$ cat src/rtl/loader_pkg.sv
// Shared types for the UART program loader: FSM states and the byte-lane index.
package loader_pkg;

    typedef enum logic [1:0] {
        IDLE,
        COLLECT,
        WRITE,
        DONE
    } state_t;

    typedef logic [1:0] byte_idx_t;

    localparam byte_idx_t LAST_BYTE = 2'd3;

endpackage

$ cat src/rtl/loader_word_packer.sv
// Little-endian byte packer with strobes and a one-byte skid for bytes
// that arrive while the previous word is still waiting for its grant.
module loader_word_packer
    import loader_pkg::*;
(
    input  logic        clk_i,
    input  logic        reset_i,
    input  logic        clear_i,
    input  logic        collect_i,
    input  logic        hold_i,
    input  logic        commit_i,
    input  logic        rx_valid_i,
    input  logic [7:0]  rx_data_i,
    output logic [31:0] wdata_o,
    output logic [3:0]  wstrb_o,
    output byte_idx_t   idx_o,
    output logic        store_o,
    output logic        word_full_o,
    output logic        drop_o,
    output logic        skid_valid_o
);

    logic       skid_valid;
    logic [7:0] skid_data;
    logic [7:0] store_byte;

    // A buffered byte is older than the live one, so it is packed first.
    assign store_o      = collect_i && (skid_valid || rx_valid_i);
    assign store_byte   = skid_valid ? skid_data : rx_data_i;
    assign word_full_o  = store_o && (idx_o == LAST_BYTE);
    assign drop_o       = hold_i && skid_valid && rx_valid_i;
    assign skid_valid_o = skid_valid;

    always_ff @(posedge clk_i) begin
        if (reset_i || clear_i) begin
            wdata_o    <= '0;
            wstrb_o    <= '0;
            idx_o      <= '0;
            skid_valid <= 1'b0;
            skid_data  <= '0;
        end else begin
            if (commit_i) begin
                wdata_o <= '0;
                wstrb_o <= '0;
                idx_o   <= '0;
            end else if (store_o) begin
                wdata_o[8*idx_o +: 8] <= store_byte;
                wstrb_o[idx_o]        <= 1'b1;
                idx_o                 <= idx_o + 2'd1;
            end

            if (hold_i && rx_valid_i && !skid_valid) begin
                skid_valid <= 1'b1;
                skid_data  <= rx_data_i;
            end else if (collect_i && skid_valid) begin
                skid_valid <= rx_valid_i;
                if (rx_valid_i) skid_data <= rx_data_i;
            end
        end
    end

endmodule

$ cat src/rtl/uart_program_loader.sv
// Streams UART bytes into instruction memory as 32-bit words.
// Define UART_PROGRAM_LOADER_CHECKSUM_EN to add a running checksum_o output.
module uart_program_loader
    import loader_pkg::*;
#(
    parameter int              ADDR_W       = 32,
    parameter logic [ADDR_W-1:0] BASE_ADDR  = '0,
    parameter int              MAX_WORDS    = 1024,
    parameter int              IDLE_TIMEOUT = 50_000
) (
    input  logic                             clk_i,
    input  logic                             reset_i,
    input  logic                             enable_i,
    input  logic                             rx_valid_i,
    input  logic [7:0]                       rx_data_i,
    output logic                             mem_req_o,
    output logic [ADDR_W-1:0]                mem_addr_o,
    output logic [31:0]                      mem_wdata_o,
    output logic [3:0]                       mem_wstrb_o,
    input  logic                             mem_gnt_i,
    output logic                             busy_o,
    output logic                             done_o,
    output logic                             overrun_o,
    output logic [$clog2(MAX_WORDS+1)-1:0]   word_count_o
`ifdef UART_PROGRAM_LOADER_CHECKSUM_EN
    ,
    output logic [31:0]                      checksum_o
`endif
);

    localparam int CW = $clog2(MAX_WORDS + 1);
    localparam int TW = $clog2(IDLE_TIMEOUT);

    state_t            state, state_n;
    logic [ADDR_W-1:0] addr;
    logic [CW-1:0]     word_count, count_inc;
    logic [TW-1:0]     tmo_cnt;
    logic              timed_out, overrun;
    logic              store, word_full, drop, skid_valid;
    byte_idx_t         idx;
    logic              start, grant, mem_full, tmo_fire;

    assign start     = (state == IDLE) && enable_i;
    assign grant     = (state == WRITE) && mem_gnt_i;
    assign count_inc = word_count + CW'(1);
    assign mem_full  = (count_inc == CW'(MAX_WORDS));
    // A byte in the firing cycle wins: store suppresses the timeout.
    assign tmo_fire  = (state == COLLECT) && !store &&
                       (tmo_cnt == TW'(IDLE_TIMEOUT - 1));

    loader_word_packer u_packer (
        .clk_i       (clk_i),
        .reset_i     (reset_i),
        .clear_i     (state == IDLE),
        .collect_i   (state == COLLECT),
        .hold_i      (state == WRITE),
        .commit_i    (grant),
        .rx_valid_i  (rx_valid_i),
        .rx_data_i   (rx_data_i),
        .wdata_o     (mem_wdata_o),
        .wstrb_o     (mem_wstrb_o),
        .idx_o       (idx),
        .store_o     (store),
        .word_full_o (word_full),
        .drop_o      (drop),
        .skid_valid_o(skid_valid)
    );

    always_comb begin
        state_n = state;
        unique case (state)
            IDLE: begin
                if (enable_i) state_n = COLLECT;
            end
            COLLECT: begin
                if (!enable_i)     state_n = IDLE;
                else if (word_full) state_n = WRITE;
                else if (tmo_fire)  state_n = (idx != '0) ? WRITE : DONE;
            end
            WRITE: begin
                if (grant && enable_i)
                    state_n = (timed_out || mem_full) ? DONE : COLLECT;
                else if (!enable_i)
                    state_n = IDLE;
            end
            DONE: begin
                if (!enable_i) state_n = IDLE;
            end
            default: state_n = IDLE;
        endcase
    end

    always_ff @(posedge clk_i) begin
        if (reset_i) begin
            state      <= IDLE;
            addr       <= '0;
            word_count <= '0;
            tmo_cnt    <= '0;
            timed_out  <= 1'b0;
            overrun    <= 1'b0;
        end else begin
            state <= state_n;
            if (start) begin
                addr       <= BASE_ADDR;
                word_count <= '0;
                tmo_cnt    <= '0;
                timed_out  <= 1'b0;
                overrun    <= 1'b0;
            end
            if (state == COLLECT) begin
                tmo_cnt <= store ? '0 : tmo_cnt + TW'(1);
                if (tmo_fire) timed_out <= 1'b1;
            end
            if (grant) begin
                word_count <= (word_count == CW'(MAX_WORDS)) ? word_count
                                                              : count_inc;
                addr       <= addr + ADDR_W'(4);
                tmo_cnt    <= '0;
            end
            // Anything still arriving once memory is full has nowhere to go.
            if (drop ||
                ((state == DONE) && rx_valid_i && (word_count == CW'(MAX_WORDS))) ||
                (grant && mem_full && (skid_valid || rx_valid_i)))
                overrun <= 1'b1;
        end
    end

`ifdef UART_PROGRAM_LOADER_CHECKSUM_EN
    logic [31:0] checksum;

    always_ff @(posedge clk_i) begin
        if (reset_i || start) checksum <= '0;
        else if (grant)       checksum <= checksum + mem_wdata_o;
    end

    assign checksum_o = checksum;
`endif

    assign mem_req_o    = (state == WRITE);
    assign mem_addr_o   = addr;
    assign busy_o       = (state == COLLECT) || (state == WRITE);
    assign done_o       = (state == DONE);
    assign overrun_o    = overrun;
    assign word_count_o = word_count;

endmodule

$ cat config.mk
export PLATFORM = sky130hd
export DESIGN_NAME = uart_program_loader
export DESIGN_NICKNAME = d
export VERILOG_FILES = /design/src/rtl/loader_pkg.sv /design/src/rtl/loader_word_packer.sv /design/src/rtl/uart_program_loader.sv
export SDC_FILE = /design/constraint.sdc
export NUM_CORES = 1
export LEC_CHECK = 0
export ABC_CLOCK_PERIOD_IN_PS = 2300
export BUFFER_PORTS_ARGS = -buffer_cell sky130_fd_sc_hd__clkbuf_2
export CAP_MARGIN = 20
export CORE_UTILIZATION = 55
export DETAILED_ROUTE_END_ITERATION = 8
export HOLD_SLACK_MARGIN = 0.05
export PLACE_DENSITY = 0.81
export SYNTH_ARGS = -nofsm -noshare
export SYNTH_HDL_FRONTEND = slang
export SYNTH_SLANG_ARGS = --single-unit
$ cat constraint.sdc
create_clock -name clk_i -period 2.3 [get_ports clk_i]
set_input_delay 0.115 -clock clk_i [delete_from_list [all_inputs] [get_ports clk_i]]
set_output_delay 0.115 -clock clk_i [all_outputs]
set_load 0.01 [all_outputs]
==> results of run 1 <==
power breakdown:
group	switching (mW)	internal [mW]
logic	0.155	0.0798
clock network	0.722	0.426
registers	0.00553	1.87
logic make-up (layout without fill, tap and decap cells):
kind of cell	count (synthesis)	after routing	synth area share
muxes	29	29	0.0621
DFF	108	108	0.423
adders and majority gates	16	16	0.0391
xor gates and xnor gates	16	16	0.0274
buffers and inverters	33	145	0.0262
AOI/OAI and AO/OA	119	119	0.147
other	1	2	0.000733
and+or+nand+nor	275	275	0.275
registers in the layout, summed over array words and instances, names as in the netlist:
register and flops:
mem_addr_o 30, overrun_o 1, state 2, timed_out 1, tmo_cnt 16, u_packer.idx_o 2
u_packer.skid_data 8, u_packer.skid_valid_o 1, u_packer.wdata_o 32, u_packer.wstrb_o 4, word_count_o 11
what timing repair did:
item | CTS | global route
hold endpoints to repair | 8 | 0
hold buffers | 8 | 0
setup endpoints to repair | 0 | 10
resized for setup | 0 | 4
through the flow:
step	utilization	setup WS (ns)	total power, mW	instance area, um2
2_1_floorplan	-	0.264	2.07	5120
3_3_place_gp	0.651	0.251	2.14	5760
3_5_place_dp	0.651	0.173	2.14	5760
4_1_cts	0.681	0.162	3.28	6030
5_1_grt	0.683	0.0113	3.38	6040
6_report	0.683	0.196	3.26	6040
cell usage after synthesis (3+ instances only):
library cell / number
dfxtp_1: 108
a22oi_1: 28
nor2_2: 3
inv_1: 10
ha_1: 16
and3_1: 9
xnor2_1: 8
and2_1: 6
o21ai_0: 11
nor2_1: 88
nor3_1: 13
buf_1: 3
or2_2: 5
nand2_1: 63
a21oi_1: 47
nand3_1: 31
nand3b_1: 3
or2_0: 3
mux2_2: 15
nand4_1: 11
o211ai_1: 7
mux2i_1: 10
xor2_1: 8
and4_1: 6
nor4_1: 3
o21ai_1: 6
clkbuf_1: 16
a31oi_1: 3
mux2_1: 3
or3_1: 12
worst max-delay path, stage by stage, from the launching register on:
cell and delay, ns:
dfxtp_1 0.45, nand4_2 0.19, or4b_4 0.59, nor2_4 0.20, and4_1 0.22, mux2_2 0.32
nor2_1 0.09
cell usage in the layout, fill, tap and decap left out, types with 9 or more instances in the layout:
cell type / instances
clkbuf_2: 93
inv_1: 10
nand2_1: 63
a22oi_1: 28
nand4_1: 11
o21ai_0: 11
a21oi_1: 47
clkbuf_8: 9
buf_4: 18
nor3_1: 13
mux2i_1: 10
nand3_1: 31
or3_1: 12
mux2_2: 15
nor2_1: 88
dfxtp_1: 108
and3_1: 9
ha_1: 15
worst min-delay path by stage:
stage,from,end,slack (ns),depth (start not counted)
2_1_floorplan,rx_data_i[0],u_packer.skid_data[0]$_SDFFE_PP0P_,0.26,2
3_3_place_gp,rx_data_i[1],u_packer.skid_data[1]$_SDFFE_PP0P_,0.36,3
3_5_place_dp,rx_data_i[7],u_packer.skid_data[7]$_SDFFE_PP0P_,0.39,3
4_1_cts,rx_valid_i,u_packer.skid_valid_o$_SDFFE_PP0P_,0.06,3
5_1_grt,rx_valid_i,u_packer.skid_valid_o$_SDFFE_PP0P_,0.12,3
6_report,rx_valid_i,u_packer.skid_valid_o$_SDFFE_PP0P_,0.09,3
layer usage:
metal	vias to the layer above	routed length, um
li1	2337	-
met1	2337	5480
met4	0	149
met5	-	0
met2	134	6130
met3	19	647
cell type report:
class / count / area [um2]
Clock inverter: 7 / 66.3
Tap cell: 108 / 135
Clock buffer: 9 / 124
Inverter: 10 / 37.5
Fill cell: 724 / 2810
Sequential cell: 108 / 2160
Timing Repair Buffer: 119 / 681
Multi-Input combinational cell: 457 / 2840
==> results.py, run 1 <==
metrics = {
    "cts": {
        "cts_buffers": 9,
        "cts_buffer_depth": 2,
        "cts.sinks": 108,
        "ctsHtreeMaxLevel": 3,
        "cts-root-buf": "clkbuf_8",
        "clk_pin_slew_ns": 0.12,
        "post_cts_buffers": 0,
        "cts_tree": "yes",
        "insertion_delay_ns": 0.38,
    },
    "synth": {
        "synth_top_cell_by_area": "dfxtp_1",
        "synth.top_cell.area_share": 0.423,
        "avgSynthCellArea_um2": 8.57,
        "synth_edf_count": 0,
        "ys_seq_area_frac": 0.423,
        "synthTopCellsByArea": "dfxtp_1 42%, nor2_1 6.5%, nand2_1 4.6%",
        "synth-seq-cells": 108,
        "yosysWarnings": 0,
        "synth_cells": 597,
        "ys_types": 64,
        "netlist_area_um2": 5120,
        "synth-main-ff-cell": "dfxtp_1",
        "synth_async_sr_flop_share": 0,
    },
    "die": {
        "num_rows": 34,
        "core_um2": 8850,
        "ios": 96,
        "start_util": 0.578,
        "die-height_um": 98.4,
        "fp.dieW_um": 98.4,
        "dieArea_um2": 9690,
    },
    "routing": {
        "vias_per_cell": 5.90,
        "wire_per_inst_um": 15.2,
        "drtPass1Iterations": 7,
        "drt_iter0_drc": 373,
        "antenna_left": 0,
        "vias": 4827,
        "totalWireLength_um": 12400,
        "route.detailed.drc": 0,
    },
    "final_layout": {
        "antenna_cells": 0,
        "nets": 734,
        "fin_cells": 818,
        "drive_above_1_share": 0.237,
        "syn2layout_area_growth_pct": 18.1,
    },
    "timing": {
        "timing.fmax_mhz": 475,
        "finalSetupViolCount": 0,
        "finalCritPeriodShare": 0.915,
        "maxSlewViolCount": 0,
        "setup-tns-final_ns": 0,
        "fin_crit_ns": 2.10,
        "worst_slew_pin_slew_ns": 0.635,
        "holdWs_ns": 0.0939,
        "fin_worst_skew_ns": 0.0124,
        "final-hold-violation-count": 0,
        "rsz0062_at_grt": "no",
        "slew_headroom": 0.573,
    },
    "outcome": {
        "outcome": "finished clean",
    },
    "place": {
        "port_buffers": 93,
        "hpwlAfterDp_um": 8870,
        "place.gp.congestion": 0.878,
        "placedCellCount": 794,
    },
    "critical_path": {
        "critPathCapture": "mem_addr_o[22]$_SDFFE_PP0P_",
        "crit_start": "mem_addr_o[10]$_SDFFE_PP0P_",
        "ff2ff_path_depth": 6,
        "crit_fanout": 7,
        "critical_path_arrival_ns": 2.43,
        "critical_path_class": "flop to flop",
        "end_kind": "flop",
        "start_kind": "flop",
        "worstPathRequired_ns": 2.63,
        "r2r_setup_slack_ns": 0.20,
        "reg2reg_from": "mem_addr_o[10]$_SDFFE_PP0P_",
        "rr_endpoint": "mem_addr_o[22]$_SDFFE_PP0P_",
    },
    "global_route": {
        "overflow": 0,
        "grt_use_met2": 0.437,
        "grt_pass1_wl_um": 20600,
        "busiest_layer": "met2",
        "grt_pass1_vias": 4402,
        "met1_usage": 0.331,
        "grt_usage": 0.260,
        "use_met3": 0.0674,
        "antenna_found_initial": 0,
        "grt_start_max_net_pins": 39,
    },
    "power": {
        "ir_worst_vdd_mv": 0.387,
        "cellPowerDensity_nw_per_um2": 540,
        "p_leak_nw": 2.34,
    },
    "hold_path": {
        "min_path_type": "primary input to flop",
    },
    "job": {
        "maxCapViolations": 0,
    },
}
No activity file was read; power rests on OpenSTA's default activity.
==> run 2, diff against run 1 <==
--- a/config.mk
+++ b/config.mk
@@ -5,7 +5,7 @@
 export SDC_FILE = /design/constraint.sdc
 export NUM_CORES = 1
 export LEC_CHECK = 0
-export ABC_CLOCK_PERIOD_IN_PS = 2300
+export ABC_CLOCK_PERIOD_IN_PS = 2320
 export BUFFER_PORTS_ARGS = -buffer_cell sky130_fd_sc_hd__clkbuf_2
 export CAP_MARGIN = 20
 export CORE_UTILIZATION = 55
==> constraint.sdc (replaced) <==
create_clock -name clk_i -period 2.32 [get_ports clk_i]
set_input_delay 0.116 -clock clk_i [delete_from_list [all_inputs] [get_ports clk_i]]
set_output_delay 0.116 -clock clk_i [all_outputs]
set_load 0.01 [all_outputs]
==> run 2 against run 1 <==
  * The run now ends with design-rule violations left
  * Sequential power about the same
  * Fmax down 0.59%
  * First-iteration DRC count down 26%
  * Via count up 0.58%
  * Utilization up 0.057 points
  * Clock skew up 0.0060 ns
  * Global-route usage up 0.26 points
  * Clock power up 4%
  * Critical path type unchanged
  * Largest cell class unchanged
==> results.py, run 2 (synthesis gave the netlist of run 1 again) <==
metrics = {
    "global_route": {
        "antenna_found_initial": 0,
        "grt_pass1_vias": 4519,
        "grt_start_max_net_pins": 39,
        "grt_pass1_wl_um": 20800,
        "overflow": 0,
        "grt_usage": 0.263,
    },
    "timing": {
        "slew_headroom": 0.578,
        "timing.fmax_mhz": 472,
        "fin_worst_skew_ns": 0.0183,
        "fin_crit_ns": 2.12,
        "final-hold-violation-count": 0,
        "worst_slack_ns": 0.203,
        "rsz0062_at_grt": "no",
        "worst_slew_pin_slew_ns": 0.627,
        "finalSetupViolCount": 0,
        "maxSlewViolCount": 0,
        "setup-tns-final_ns": 0,
        "finalCritPeriodShare": 0.912,
        "holdWs_ns": 0.0951,
    },
    "die": {
        "core_um2": 8850,
        "start_util": 0.578,
        "dieArea_um2": 9690,
        "fp.dieW_um": 98.4,
        "die-height_um": 98.4,
        "ios": 96,
        "num_rows": 34,
    },
    "cts": {
        "cts.sinks": 108,
        "clk_pin_slew_ns": 0.11,
        "cts-root-buf": "clkbuf_8",
        "ctsHtreeMaxLevel": 3,
        "cts_buffer_depth": 2,
        "cts_buffers": 9,
        "insertion_delay_ns": 0.38,
        "cts_tree": "yes",
    },
    "place": {
        "placed_area_um2": 5750,
        "hpwlAfterDp_um": 9000,
        "place.gp.congestion": 0.884,
        "place_ws_ns": 0.185,
        "placedCellCount": 793,
        "port_buffers": 93,
    },
    "routing": {
        "vias": 4855,
        "wire_per_inst_um": 15.5,
        "totalWireLength_um": 12600,
        "vias_per_cell": 5.94,
        "drt_iter0_drc": 277,
        "drtPass1Iterations": 9,
        "antenna_left": 0,
        "route.detailed.drc": 3,
    },
    "final_layout": {
        "post-route-util": 0.684,
        "nets": 733,
        "layout_common_cells": "108 x dfxtp_1, 93 x clkbuf_2, 88 x nor2_1, 63 x nand2_1, 47 x a21oi_1",
        "fin_cells": 817,
        "antenna_cells": 0,
        "largest_register": "u_packer.wdata_o",
        "drive_above_1_share": 0.234,
        "syn2layout_area_growth_pct": 18.2,
        "final_area_um2": 6050,
        "final_common_cell": "dfxtp_1",
        "largest_reg_flops": 32,
    },
    "critical_path": {
        "critical_path_arrival_ns": 2.37,
        "cp.buffers_inverters": 1,
        "cpLargestDelayFamily": "compound AO/OA/AOI/OAI gates",
        "cpMaxStageDelayCell": "o311ai_2",
        "worstPathRequired_ns": 2.57,
        "start_kind": "flop",
        "end_kind": "flop",
        "crit_chain": "inv_1, ha_2, nor3b_2, nand4_1, o311ai_2, nand2_1, o31ai_1, a211oi_1",
        "crit_fanout": 8,
        "slowest_delay_ns": 0.38,
        "critical_path_class": "flop to flop",
    },
    "power": {
        "cellPowerDensity_nw_per_um2": 544,
        "ir_worst_vdd_mv": 0.334,
        "p_leak_nw": 2.34,
        "finalPower_mw": 3.29,
    },
    "hold_path": {
        "min_path_type": "primary input to flop",
    },
    "outcome": {
        "outcome": "finished, violations left",
        "violations": "design-rule violations",
    },
    "job": {
        "maxCapViolations": 0,
    },
}
==> run 2: changes by cell type in the layout (fill, tap and decap cells not counted) <==
| cell | before | now |
|---|---|---|
| inv_8 | 2 | 1 |
| a2111oi_2 | 1 | 0 |
| bufinv_16 | 0 | 1 |
| a2111oi_1 | 0 | 1 |
| clkinvlp_4 | 0 | 1 |
| clkinv_4 | 2 | 3 |
| inv_6 | 3 | 1 |
| buf_4 | 18 | 17 |
==> run 2: worst register-to-register path, cell delays in order, from the launching register on <==
cell and delay [ns]:
dfxtp_1 0.35, inv_1 0.11, ha_2 0.26, nor3b_2 0.25
nand4_1 0.17, o311ai_2 0.38, nand2_1 0.13, o31ai_1 0.24
a211oi_1 0.11
==> run 2: what timing repair did <==
item | in CTS | in global routing
resized for setup | 0 | 3
setup endpoints to repair | 0 | 3
hold endpoints to repair | 8 | 0
hold buffers | 8 | 0
buffers inserted | 0 | 0
==> run 2: per-layer routing <==
layer	vias to the layer above	part of all wire	wire, um	track usage
met5	-	0	0	0
met4	0	0.029	362	0.121
met3	33	0.053	674	0.0461
met2	168	0.49	6180	0.444
met1	2317	0.43	5410	0.329
li1	2337	-	-	-
==> run 2: power breakdown <==
| part | switching, mW | internal [mW] |
|---|---|---|
| logic | 0.155 | 0.0763 |
| clock network | 0.679 | 0.516 |
| registers | 0.00575 | 1.86 |
| total | 0.840 | 2.45 |
==> run 2: final timing paths <==
check	start	end	slack, ns	cells after the start
setup / recovery	state[1]$_SDFFE_PP0P_	state[0]$_SDFFE_PP0P_	0.20	8
hold / removal	rx_valid_i	u_packer.skid_valid_o$_SDFFE_PP0P_	0.1	3
setup reg to reg	state[1]$_SDFFE_PP0P_	state[0]$_SDFFE_PP0P_	0.20	8
hold reg to reg	u_packer.wdata_o[3]$_SDFFE_PP0P_	u_packer.wdata_o[3]$_SDFFE_PP0P_	0.47	2
==> run 2: final cells by class <==
class	instances	area [um2]
Sequential cell	108	2160
Clock inverter	7	83.8
Inverter	10	37.5
Tap cell	108	135
Timing Repair Buffer	118	673
Fill cell	700	2800
Clock buffer	9	124
Multi-Input combinational cell	457	2830
